File: src/rtl/reg_file_sb.sv
// reg_file_sb: multi-port register file with a per-register busy scoreboard.
//
// R0 is hardwired to zero and can never be busy. A reservation marks its
// destination busy at issue; the write that later delivers the result clears
// the bit again, unless a new reservation to the same register arrives in the
// same cycle, in which case the register stays busy for the newer producer.
//
// Optional feature: define REG_FILE_SB_BYPASS_EN to forward same-cycle write
// data (and a cleared busy flag) to any read port addressing the write target.
// Without it, reads see the pre-write contents until the following cycle.
module reg_file_sb #(
  parameter int NUM_REGS   = 8,
  parameter int DATA_WIDTH = 36,
  parameter int NUM_RD     = 3,
  localparam int AW        = $clog2(NUM_REGS)
) (
  input  logic                           i_clk,
  input  logic                           i_rst,
  input  logic [NUM_RD*AW-1:0]           i_rd_addr,
  output logic [NUM_RD*DATA_WIDTH-1:0]   o_rd_data,
  output logic [NUM_RD-1:0]              o_rd_busy,
  input  logic                           i_wen,
  input  logic [AW-1:0]                  i_waddr,
  input  logic [DATA_WIDTH-1:0]          i_wdata,
  input  logic                           i_rsv_en,
  input  logic [AW-1:0]                  i_rsv_addr,
  output logic                           o_rsv_ack,
  output logic [AW:0]                    o_busy_cnt
);

  logic [DATA_WIDTH-1:0] regs [NUM_REGS];
  logic [NUM_REGS-1:0]   busy;
  logic [NUM_REGS-1:0]   busy_nxt;
  logic [AW:0]           busy_cnt;

  logic wr_hit;     // write that actually lands (non-zero target)
  logic rsv_set;    // accepted reservation that marks a real register
  logic set_new;    // reservation turns a clear bit into a set bit
  logic clr_eff;    // write turns a set bit into a clear bit

  assign wr_hit = i_wen && (i_waddr != '0);

  // A busy register may still be re-reserved when its result is being
  // written back this very cycle: the old producer retires as the new one
  // issues, so the slot is effectively free.
  assign o_rsv_ack = i_rsv_en && !i_rst &&
                     ((i_rsv_addr == '0) || !busy[i_rsv_addr] ||
                      (i_wen && (i_waddr == i_rsv_addr)));

  assign rsv_set = o_rsv_ack && (i_rsv_addr != '0);

  // Count deltas are derived from actual bit transitions so the counter
  // always tracks popcount(busy), including the reserve-and-write-same-reg
  // case where the bit simply stays set.
  assign set_new = rsv_set && !busy[i_rsv_addr];
  assign clr_eff = wr_hit && busy[i_waddr] &&
                   !(rsv_set && (i_rsv_addr == i_waddr));

  // Next busy vector: write-back clears first, then a reservation sets, so a
  // same-cycle reservation of the written register wins.
  always_comb begin
    busy_nxt = busy;
    if (wr_hit) begin
      busy_nxt[i_waddr] = 1'b0;
    end
    if (rsv_set) begin
      busy_nxt[i_rsv_addr] = 1'b1;
    end
  end

  // Scoreboard bits and their running population count.
  always_ff @(posedge i_clk) begin
    if (i_rst) begin
      busy     <= '0;
      busy_cnt <= '0;
    end else begin
      busy     <= busy_nxt;
      busy_cnt <= busy_cnt + {{AW{1'b0}}, set_new} - {{AW{1'b0}}, clr_eff};
    end
  end

  assign o_busy_cnt = busy_cnt;

  // Register storage; R0 is never written so it holds zero after reset.
  always_ff @(posedge i_clk) begin
    if (i_rst) begin
      for (int i = 0; i < NUM_REGS; i++) begin
        regs[i] <= '0;
      end
    end else if (wr_hit) begin
      regs[i_waddr] <= i_wdata;
    end
  end

  // Independent combinational read ports.
  for (genvar k = 0; k < NUM_RD; k++) begin : g_rd
    logic [AW-1:0] ra;
    logic          is_r0;
    assign ra    = i_rd_addr[k*AW +: AW];
    assign is_r0 = (ra == '0);
`ifdef REG_FILE_SB_BYPASS_EN
    logic byp;
    assign byp = wr_hit && (ra == i_waddr);
    assign o_rd_data[k*DATA_WIDTH +: DATA_WIDTH] =
      is_r0 ? '0 : (byp ? i_wdata : regs[ra]);
    assign o_rd_busy[k] = !is_r0 && !byp && busy[ra];
`else
    assign o_rd_data[k*DATA_WIDTH +: DATA_WIDTH] = is_r0 ? '0 : regs[ra];
    assign o_rd_busy[k] = !is_r0 && busy[ra];
`endif
  end

endmodule
File: config.mk
export PLATFORM = sky130hd
export DESIGN_NAME = reg_file_sb
export DESIGN_NICKNAME = d
export VERILOG_FILES = /design/src/rtl/reg_file_sb.sv
export SDC_FILE = /design/constraint.sdc
export NUM_CORES = 1
export LEC_CHECK = 0
export ABC_AREA = 1
export CELL_PAD_IN_SITES_DETAIL_PLACEMENT = 0
export CELL_PAD_IN_SITES_GLOBAL_PLACEMENT = 1
export CORE_MARGIN = 3
export CORE_UTILIZATION = 44
export DETAILED_ROUTE_END_ITERATION = 10
export PLACE_DENSITY_LB_ADDON = 0.2
export SETUP_SLACK_MARGIN = 0.5
export SLEW_MARGIN = 20
export SYNTH_ARGS = -nofsm -noshare
export SYNTH_HDL_FRONTEND = slang
export SYNTH_SLANG_ARGS = --single-unit
File: constraint.sdc
create_clock -name i_clk -period 3.7 [get_ports i_clk]
set_input_delay 0.74 -clock i_clk [delete_from_list [all_inputs] [get_ports i_clk]]
set_output_delay 0.74 -clock i_clk [all_outputs]
set_load 0.01 [all_outputs]
==> metrics <==
placer congestion estimate 0.8777; status finished, final reports clean; Tot Pwr 9.432 mW; relative slew slack about half; RSZ-0062 raised after global routing yes; vias in the first global route 17090; Inserted Diodes 0; GRT Util Overall 29.62%; endpoint required time on the critical path approximately 3.0 ns; final setup fails 0; Least-Margin Pin Slew 0.7563 ns; Die ar. 44360 sq um; share of layout cells above drive strength 1 8.683%; cts bufs inserted 35; Multi-input gate area 8108 sq um; largest net degree at the start of global routing 99; I/O Buffers between 150 and 200; first-pass GRT wire length 101.5 mm; post-route setup TNS 0 ns; clock net sink count 300; Crit Path Max Fanout 39; crit path launch type input pin; Die Y around 210 um; Initial Utilization ~45%; DR vias around 18000; RR Endpoint o_busy_cnt[2]; async set-reset flop share out of synthesis 0%; H-tree level count 2; synthesized instance count 2259; CP Launch Point i_rd_addr[3]; CTS tree done; flops & latches, synth 300; dominant cell type by area after synthesis edfxtp_1; top routing layer used met5; CP Capture Type output pin; Hold Crit Class reg2reg; Post-synth EDFFs 288; DRC Markers 0; Via density 6.104; top cells by count, synth nor2_1 (364), o21ai_0 (329), edfxtp_1 (288), o21ai_1 (233), a21oi_1 (232); Max clock buf depth 3; count leader, synth nor2_1; peak supply drop between 0.2 and 0.3 mV; f_max roughly 300 MHz; Distinct cells, synth 33; Area Growth Syn to Fin 24.18%; fin. max-slew vios 0; initial antenna violation count 1; routed metal-1 wire length 27.66 mm; I/O pins 171; die width between 200 and 250 um; synthesized area per cell a little over 8 sq um; Clock Latency Late Sink 0.55 ns; PD cells 412.3 nW/um^2; critical path endpoint o_rd_busy[1]; R2R Path Start busy[2]; Pleak 8.945 nW; Met2 Routed Length 31.74 mm; wire per inst 23.18 um; WL final 68.67 mm; Worst-path clk slew 0.06 ns; Final Hold Fails 0; sequential cell area 8889 sq um; R2R Setup Slk 1.23 ns; Netlist Area Pre-Place 18420 sq um; Top FF cell, synth edfxtp_1; hpwl dp 39.48 mm; Total Nets Final 2465; clock root cell clkbuf_16; Ys Warns 0; grt ovf 0; filler instances 3787; fin crit period 3.307 ns; Pre-antenna DRT Iters 6; DRT antenna net count 0; fin crit share 89.38%; core box area about 40000 sq um; clk_skew 0.005761 ns; DRT iter0 DRCs 2404; Max-Cap Viols 0; Worst Reg-to-Reg Cells 17; sequential area share after synthesis 48.25%; met3 WL 7.287 mm; Arr. time, crit path between 2 and 3 ns; share of the synthesized area in the top cell type 46.94%; crit path kind in2out; main area contributors after synthesis edfxtp_1 (47%), o21ai_0 (8.9%), nor2_1 (7.4%); row count 74
-- cells by family (layout without fill, tap and decap cells) --
family	Yosys count	after routing	share of synthesized area [%]
fa+ha+maj	5	5	0.3803
other cells	1	36	0.02036
buf+inv	384	520	9.053
xor+xnor	3	3	0.1427
simple gates	551	551	12.34
compound gates	1015	1015	29.82
flops	300	300	48.25
-- critical path, cell delays in order --
cell and delay (ns):
buf_6 0.18, buf_4 0.38, o21ai_0 0.21, nand3_1 0.12, nand2_1 0.05, a31oi_1 0.27, clkdlybuf4s50_1 0.61
-- where the power goes --
part	switching (mW)	internal, mW
Sequential	0.120	3.95
Clock	1.42	1.99
Combinational	1.17	0.777
Total	2.72	6.72
-- worst min path at each step --
| stage | endpoint | slack (ns) | depth (start not counted) | start |
|---|---|---|---|---|
| floorplan | busy[0] | 0.45 | 2 | busy[0] |
| CTS | busy[6] | 0.53 | 2 | busy[6] |
| detailed placement | busy[6] | 0.52 | 2 | busy[6] |
| finish | busy[6] | 0.54 | 2 | busy[6] |
| global route | busy[7] | 0.57 | 2 | busy[7] |
| global placement | busy[6] | 0.52 | 2 | busy[6] |
-- metrics by stage --
stage	setup WS, ns	util [%]	instances	area, sq um	hold slack (ns)
CTS	0.3787	54.73	2957	22500	0.5337
detailed placement	0.1729	51.12	2884	21020	0.5241
finish	0.3929	55.65	2962	22880	0.5428
global placement	0.1887	51.12	2884	21020	0.5196
floorplan	0.7645	-	2294	18550	0.4525
global route	0.3374	55.65	2962	22880	0.5713
-- routing by layer --
layer	track usage (%)	up-vias
li1	-	8318
met1	40.23	8534
met2	47.58	1074
met3	5.748	151
met4	10.76	2
met5	0	-
-- repair_timing --
| action | CTS | global route |
|---|---|---|
| hold buffers | 0 | 0 |
| resized for setup | 44 | 73 |
| endpoints found under the setup margin | 112 | 86 |
| gates cloned | 7 | 5 |
| setup buffers | 4 | 0 |
| pin swaps | 1 | 3 |
-- cells in the final DEF (no fill, tap or decap), types with 6 or more instances in the layout --
cell | netlist | final
a31oi_1 | 111 | 102
bufbuf_16 | 0 | 6
buf_8 | 0 | 6
o21ai_1 | 233 | 232
nand3_1 | 12 | 9
clkdlybuf4s50_1 | 0 | 106
inv_1 | 167 | 165
buf_12 | 0 | 28
buf_16 | 0 | 8
nor2_2 | 5 | 6
o211ai_1 | 108 | 108
nand4_1 | 9 | 9
dlymetal6s2s_1 | 0 | 42
nand4_4 | 7 | 7
inv_2 | 10 | 7
dfxtp_1 | 12 | 12
nand2_1 | 150 | 143
o21ai_0 | 329 | 329
edfxtp_1 | 288 | 288
a21oi_1 | 232 | 232
buf_6 | 23 | 13
dlygate4sd2_1 | 0 | 14
conb_1 | 1 | 36
nor2_1 | 364 | 363
a31oi_2 | 0 | 9
nand2_2 | 0 | 7
buf_4 | 1 | 48
clkbuf_1 | 125 | 13
clkbuf_16 | 0 | 42
-- area by class of cell --
class | instances | area share, %
flip-flops and latches | 300 | 38.85
multi-input cells | 1610 | 35.44
repair buffers | 278 | 14.96
clock buffers | 51 | 4.321
inverters | 180 | 3.074
well taps | 532 | 2.910
clock inverters | 11 | 0.4375
-- state kept, by name (all words and copies together) (netlist names) --
name	cells
busy	8
regs	288
o_busy_cnt	4
Note: power is estimated with default switching activity, not from simulation.
==> variant 1: new RTL, same settings <==
Add a define of `REG_FILE_SB_BYPASS_EN`.
--- a/src/rtl/reg_file_sb.sv
+++ b/src/rtl/reg_file_sb.sv
@@ -8,6 +8,8 @@
 // Optional feature: define REG_FILE_SB_BYPASS_EN to forward same-cycle write
 // data (and a cleared busy flag) to any read port addressing the write target.
 // Without it, reads see the pre-write contents until the following cycle.
+`define REG_FILE_SB_BYPASS_EN
+
 module reg_file_sb #(
   parameter int NUM_REGS   = 8,
   parameter int DATA_WIDTH = 36,
Check against the original RTL: not equivalent (a bounded check fails within 4 cycles, from zero or initial values and one cycle with i_rst high).
==> variant 1 against the unedited design <==
Total power fell by 9.6%; worst setup slack gained 0.12 ns; routed wire length grew 14%; sequential share of layout area shrank 3.0 points; sequential cell count shrank 36; non-clock buffer count grew 32; via count increased by 4.4%; area after synthesis decreased by 5.5%; cell count grew 2.4%; critical path depth increased by 1; cell area fell by 4.7%; critical path type unchanged.
==> variant 1: results (changes against the unedited design) <==
Status
  – Status: complete, no violations

Routing
  – Pre-antenna DRT Iters: 6 (unchanged)
  – Total Wirelength: 78400 µm (+14%)
  – First DRT Iteration DRCs: 2736 (+14%)
  – Vias/cell: 6.23 (+2.0%)

Synthesis
  – Cell taking the most area after synthesis: edfxtp_1
  – EDFF count, synth: 252 (-13%)
  – Ys flop type: edfxtp_1
  – Synth async-reset ratio: 0 (unchanged)
  – Synth top cells by count: nand2_1 (619), nor2_1 (394), edfxtp_1 (252)
  – Area contributors post-synth: edfxtp_1 (43%), nand2_1 (13%), nor2_1 (8.5%)
  – Post-synth cell types: 40 (+21%)
  – Register area share after synthesis: 0.449 (-0.0339)
  – Ys Warns: 0 (unchanged)
  – Syn Nets: 2384

Global routing
  – Antenna violations before repair: 0 (-1)
  – Vias in the first global route: 18100 (+6.0%)
  – GRT Util Overall: 0.360 (+0.0640)
  – Largest net degree at the start of global routing: 44 (-56%)
  – Global-route wire length before repair: 113000 µm (+11%)

Layout
  – Max FFs per register: 252 (-13%)
  – Fraction of layout cells with a size suffix above 1: 0.105 (+0.0182)
  – Final nets: 2553 (+3.6%)
  – Ant diodes: 0 (unchanged)
  – Biggest register: regs
  – FILL cells: 3551 (-6.2%)

Clocking
  – Clk Latency, worst-skew pair: 0.56 ns
  – Inserted Clock Buffers: 30 (-14%)
  – Clock buffer depth: 3 (unchanged)
  – H-tree depth: 1 (-1)
  – Root Buffer: clkbuf_16
  – Clock-pin slew on the worst setup and hold paths: 0.06 ns (about the same)

Place
  – Hpwl dp: 43100 µm (+9.2%)
  – Area after DPL: 20100 µm² (-4.5%)
  – IO Port Bufs: 170 (unchanged)
  – GP Congestion: 0.907 (+3.3%)

Setup path
  – Reg2Reg Depth: 17 (unchanged)
  – Crit path max fanout: 19 (-51%)

Min path
  – HP Class: reg2reg
  – Hold Path Stages: 2 (unchanged)

Power
  – Leakage: 9.21 nW (+2.9%)
  – Switching Share: 0.310 (+0.0221)
  – Worst vdd ir: 0.000363 V (+26%)

Timing
  – Clk_skew: 0.00550 ns (-0.000261 ns)
  – Slew headroom: 0.510 (+0.0139)
## variant 1: changes by cell type after synthesis, moves of 87 or more
| cell | change |
|---|---|
| o21ai_1 | -218 |
| a21oi_1 | -122 |
| a31oi_1 | -111 |
| o21ai_0 | -107 |
| nand3_1 | +135 |
| o211ai_1 | -87 |
| nand2_1 | +469 |
## variant 1: logic make-up after synthesis
group	after synthesis	synth area share
buf+inv	323	0.0874
flops	264	0.449
compound gates	518	0.175
simple gates	1206	0.281
xor+xnor	8	0.00403
fa+ha+maj	5	0.00403
## variant 1: worst paths after layout
path,start,to,slack (ns)
setup / recovery,i_rd_addr[4],o_rd_data[58],0.52
hold / removal,busy[0],busy[0],0.46
setup reg to reg,busy[7],o_busy_cnt[2],1.24
hold reg to reg,busy[0],busy[0],0.46
## variant 1: final cells by class
class	instances	area, µm²	share of cell area
Inverter	150	589	0.0270
Multi-Input combinational cell	1737	8260	0.379
Clock inverter	12	82.6	0.00379
Sequential cell	264	7810	0.358
Timing Repair Buffer	310	3590	0.165
Tap cell	518	648	0.0297
Clock buffer	41	833	0.0382
## variant 1: per-layer routing
metal,track usage,up-vias,routed length [µm]
met3,0.0834,247,10700
met5,0,-,0
met4,0.133,0,3110
met1,0.491,8930,30000
met2,0.562,1424,34600
li1,-,8276,-
## variant 1: timing repair
action                     in CTS  in global routing
pin swaps                       6                  8
setup buffers                  18                  2
cloned                         10                  3
setup endpoints to repair     112                105
resized for setup             186                 65
## variant 1: power by group through the flow
| stage | registers [mW] | logic, mW | clock network [mW] |
|---|---|---|---|
| after floorplan | 3.62 | 1.03 | 0 |
| after global placement | 3.64 | 1.98 | 0 |
| after detailed placement | 3.65 | 2.00 | 0 |
| after CTS | 3.58 | 1.99 | 2.86 |
| after global routing | 3.61 | 2.21 | 2.98 |
| final | 3.59 | 2.07 | 2.86 |
## variant 1: critical path, stage by stage
cell             delay (ns)
buf_4                  0.19
buf_6                  0.28
buf_6                  0.26
o221ai_1               0.14
nand2_1                0.08
nand3_1                0.07
a21oi_1                0.12
clkdlybuf4s50_1        0.54
## variant 1: metrics by stage
step	instances	hold slack [ns]	TNS [ns]	setup WS, ns
after global placement	2946	0.446	-0.327	-0.107
after global routing	3032	0.477	0	0.431
after CTS	3027	0.458	0	0.500
final	3032	0.458	0	0.517
after floorplan	2324	0.425	0	0.749
after detailed placement	2946	0.449	-0.864	-0.108
==> variant 2: new RTL, same settings <==
Made on the original files. Put one more register stage on the output `o_busy_cnt`, cleared by the reset. The value now appears one clock later. The other outputs are not delayed to match.
--- a/src/rtl/reg_file_sb.sv
+++ b/src/rtl/reg_file_sb.sv
@@ -79,7 +79,13 @@
     end
   end
 
-  assign o_busy_cnt = busy_cnt;
+  always_ff @(posedge i_clk) begin
+    if (i_rst) begin
+      o_busy_cnt <= '0;
+    end else begin
+      o_busy_cnt <= busy_cnt;
+    end
+  end
 
   // Register storage; R0 is never written so it holds zero after reset.
   always_ff @(posedge i_clk) begin
Formal check against the unedited RTL: not equivalent (Yosys sat finds a counterexample within 4 cycles, from zero or initial values and one cycle with i_rst high).
==> variant 2 against the unedited design <==
Worst setup slack worse by 0.049 ns; synthesized cell count grew 0.89%; fmax is 1.5% lower; clock skew increased by 0.0025 ns; largest power group unchanged; area after synthesis is 0.69% higher; sequential cell count increased by 4; clock power hardly changed; cell area shrank 1.3%; total power decreased by 0.74%; critical path type unchanged; routed wire length fell by 1.1%; utilization decreased by 0.84 points; worst hold slack got worse by 0.090 ns; sequential power rose by 1%.
==> variant 2: results (changes against the unedited design) <==
Power
  – Leakage: 8.92 nW (-0.25%)
  – Comb. pwr: 1.82 mW (-7%)
  – Internal power: 6.70 mW (-0.25%)
  – Clock share of power: 0.366 (+0.004)
  – Worst vdd ir: 0.000267 V (-7.0%)

Layout
  – # clk buffers: 47 (-7.8%)
  – Signal buffers: 275 (-1.1%)
  – Final nets: 2476 (+0.45%)
  – Inverters: 184 (+2.2%)
  – FF/Latch Area: 8970 µm² (+0.90%)
  – Fraction of layout cells with a size suffix above 1: 0.0779 (-0.00893)
  – Seq_cells: 304 (+1.3%)

Setup path
  – Data arrival, critical path: 2.62 ns (+0.05 ns)
  – CP max stage delay: 0.57 ns (-0.04 ns)
  – Crit path max fanout: 44 (+13%)

Synthesis
  – Adder-Cell Fraction of Synth Area: 0.00378 (-0.0000262)
  – Synth Area in XOR/XNOR: 0.00142 (-0.00000981)
  – Post-synth cell types: 31 (-6.1%)
  – Area contributors post-synth: edfxtp_1 (47%), o21ai_0 (12%), nor2_1 (7.6%)
  – Synth Area in Compound Gates: 0.295 (-0.00313)

Global routing
  – Largest net degree at the start of global routing: 124 (+25%)
  – Vias in the first global route: 17100 (-0.053%)
  – Antenna violations before repair: 2 (+1)
  – Global-route wire length before repair: 101000 µm (-0.12%)

Status
  – Status: complete, no violations

Routing
  – Total Wirelength: 67900 µm (-1.1%)
  – Wl on met1: 28300 µm (+2.4%)
  – First DRT Iteration DRCs: 2451 (+2.0%)
## variant 2: changes by cell type after synthesis, sizes merged, moves of 5 or more
cell / unedited run / this run
o21ai: 562 / 555
inv: 179 / 184
nand3: 13 / 20
nor2: 370 / 375
buf: 79 / 130
clkbuf: 125 / 81
## variant 2: path summary, 6_finish.rpt
| check | start | end | slack [ns] | cells after the start |
|---|---|---|---|---|
| hold reg to reg | busy_cnt[0] | o_busy_cnt[0] | 0.45 | 2 |
| hold / removal | busy_cnt[0] | o_busy_cnt[0] | 0.45 | 2 |
| setup reg to reg | busy[5] | busy_cnt[2] | 1.19 | 18 |
| setup / recovery | i_rd_addr[2] | o_rd_data[6] | 0.34 | 6 |
## variant 2: repair_timing
action | CTS | global route
buffers inserted | 2 | 5
hold endpoints to repair | 0 | 0
hold buffers | 0 | 0
cloned | 9 | 1
endpoints found under the setup margin | 112 | 54
pin swaps | 0 | 2
resized for setup | 100 | 54
## variant 2: through the flow
| stage | setup slack, ns | cell area [µm²] | instances | power (mW) | hold slack, ns |
|---|---|---|---|---|---|
| after global routing | 0.280 | 22600 | 2971 | 9.71 | 0.479 |
| after CTS | 0.350 | 22400 | 2965 | 9.37 | 0.458 |
| after global placement | 0.168 | 21000 | 2893 | 5.96 | 0.439 |
| final | 0.343 | 22600 | 2971 | 9.36 | 0.453 |
| after detailed placement | 0.166 | 21000 | 2893 | 5.98 | 0.441 |
| after floorplan | 0.828 | 18700 | 2314 | 5.14 | 0.407 |
## variant 2: cells by family (layout without fill, tap and decap cells)
group                      after synthesis  after routing
other                                    1             36
DFF                                    304            304
adders and majority gates                5              5
buffers and inverters                  395            520
AOI/OAI and AO/OA                     1007           1007
and+or+nand+nor                        564            564
xor gates and xnor gates                 3              3
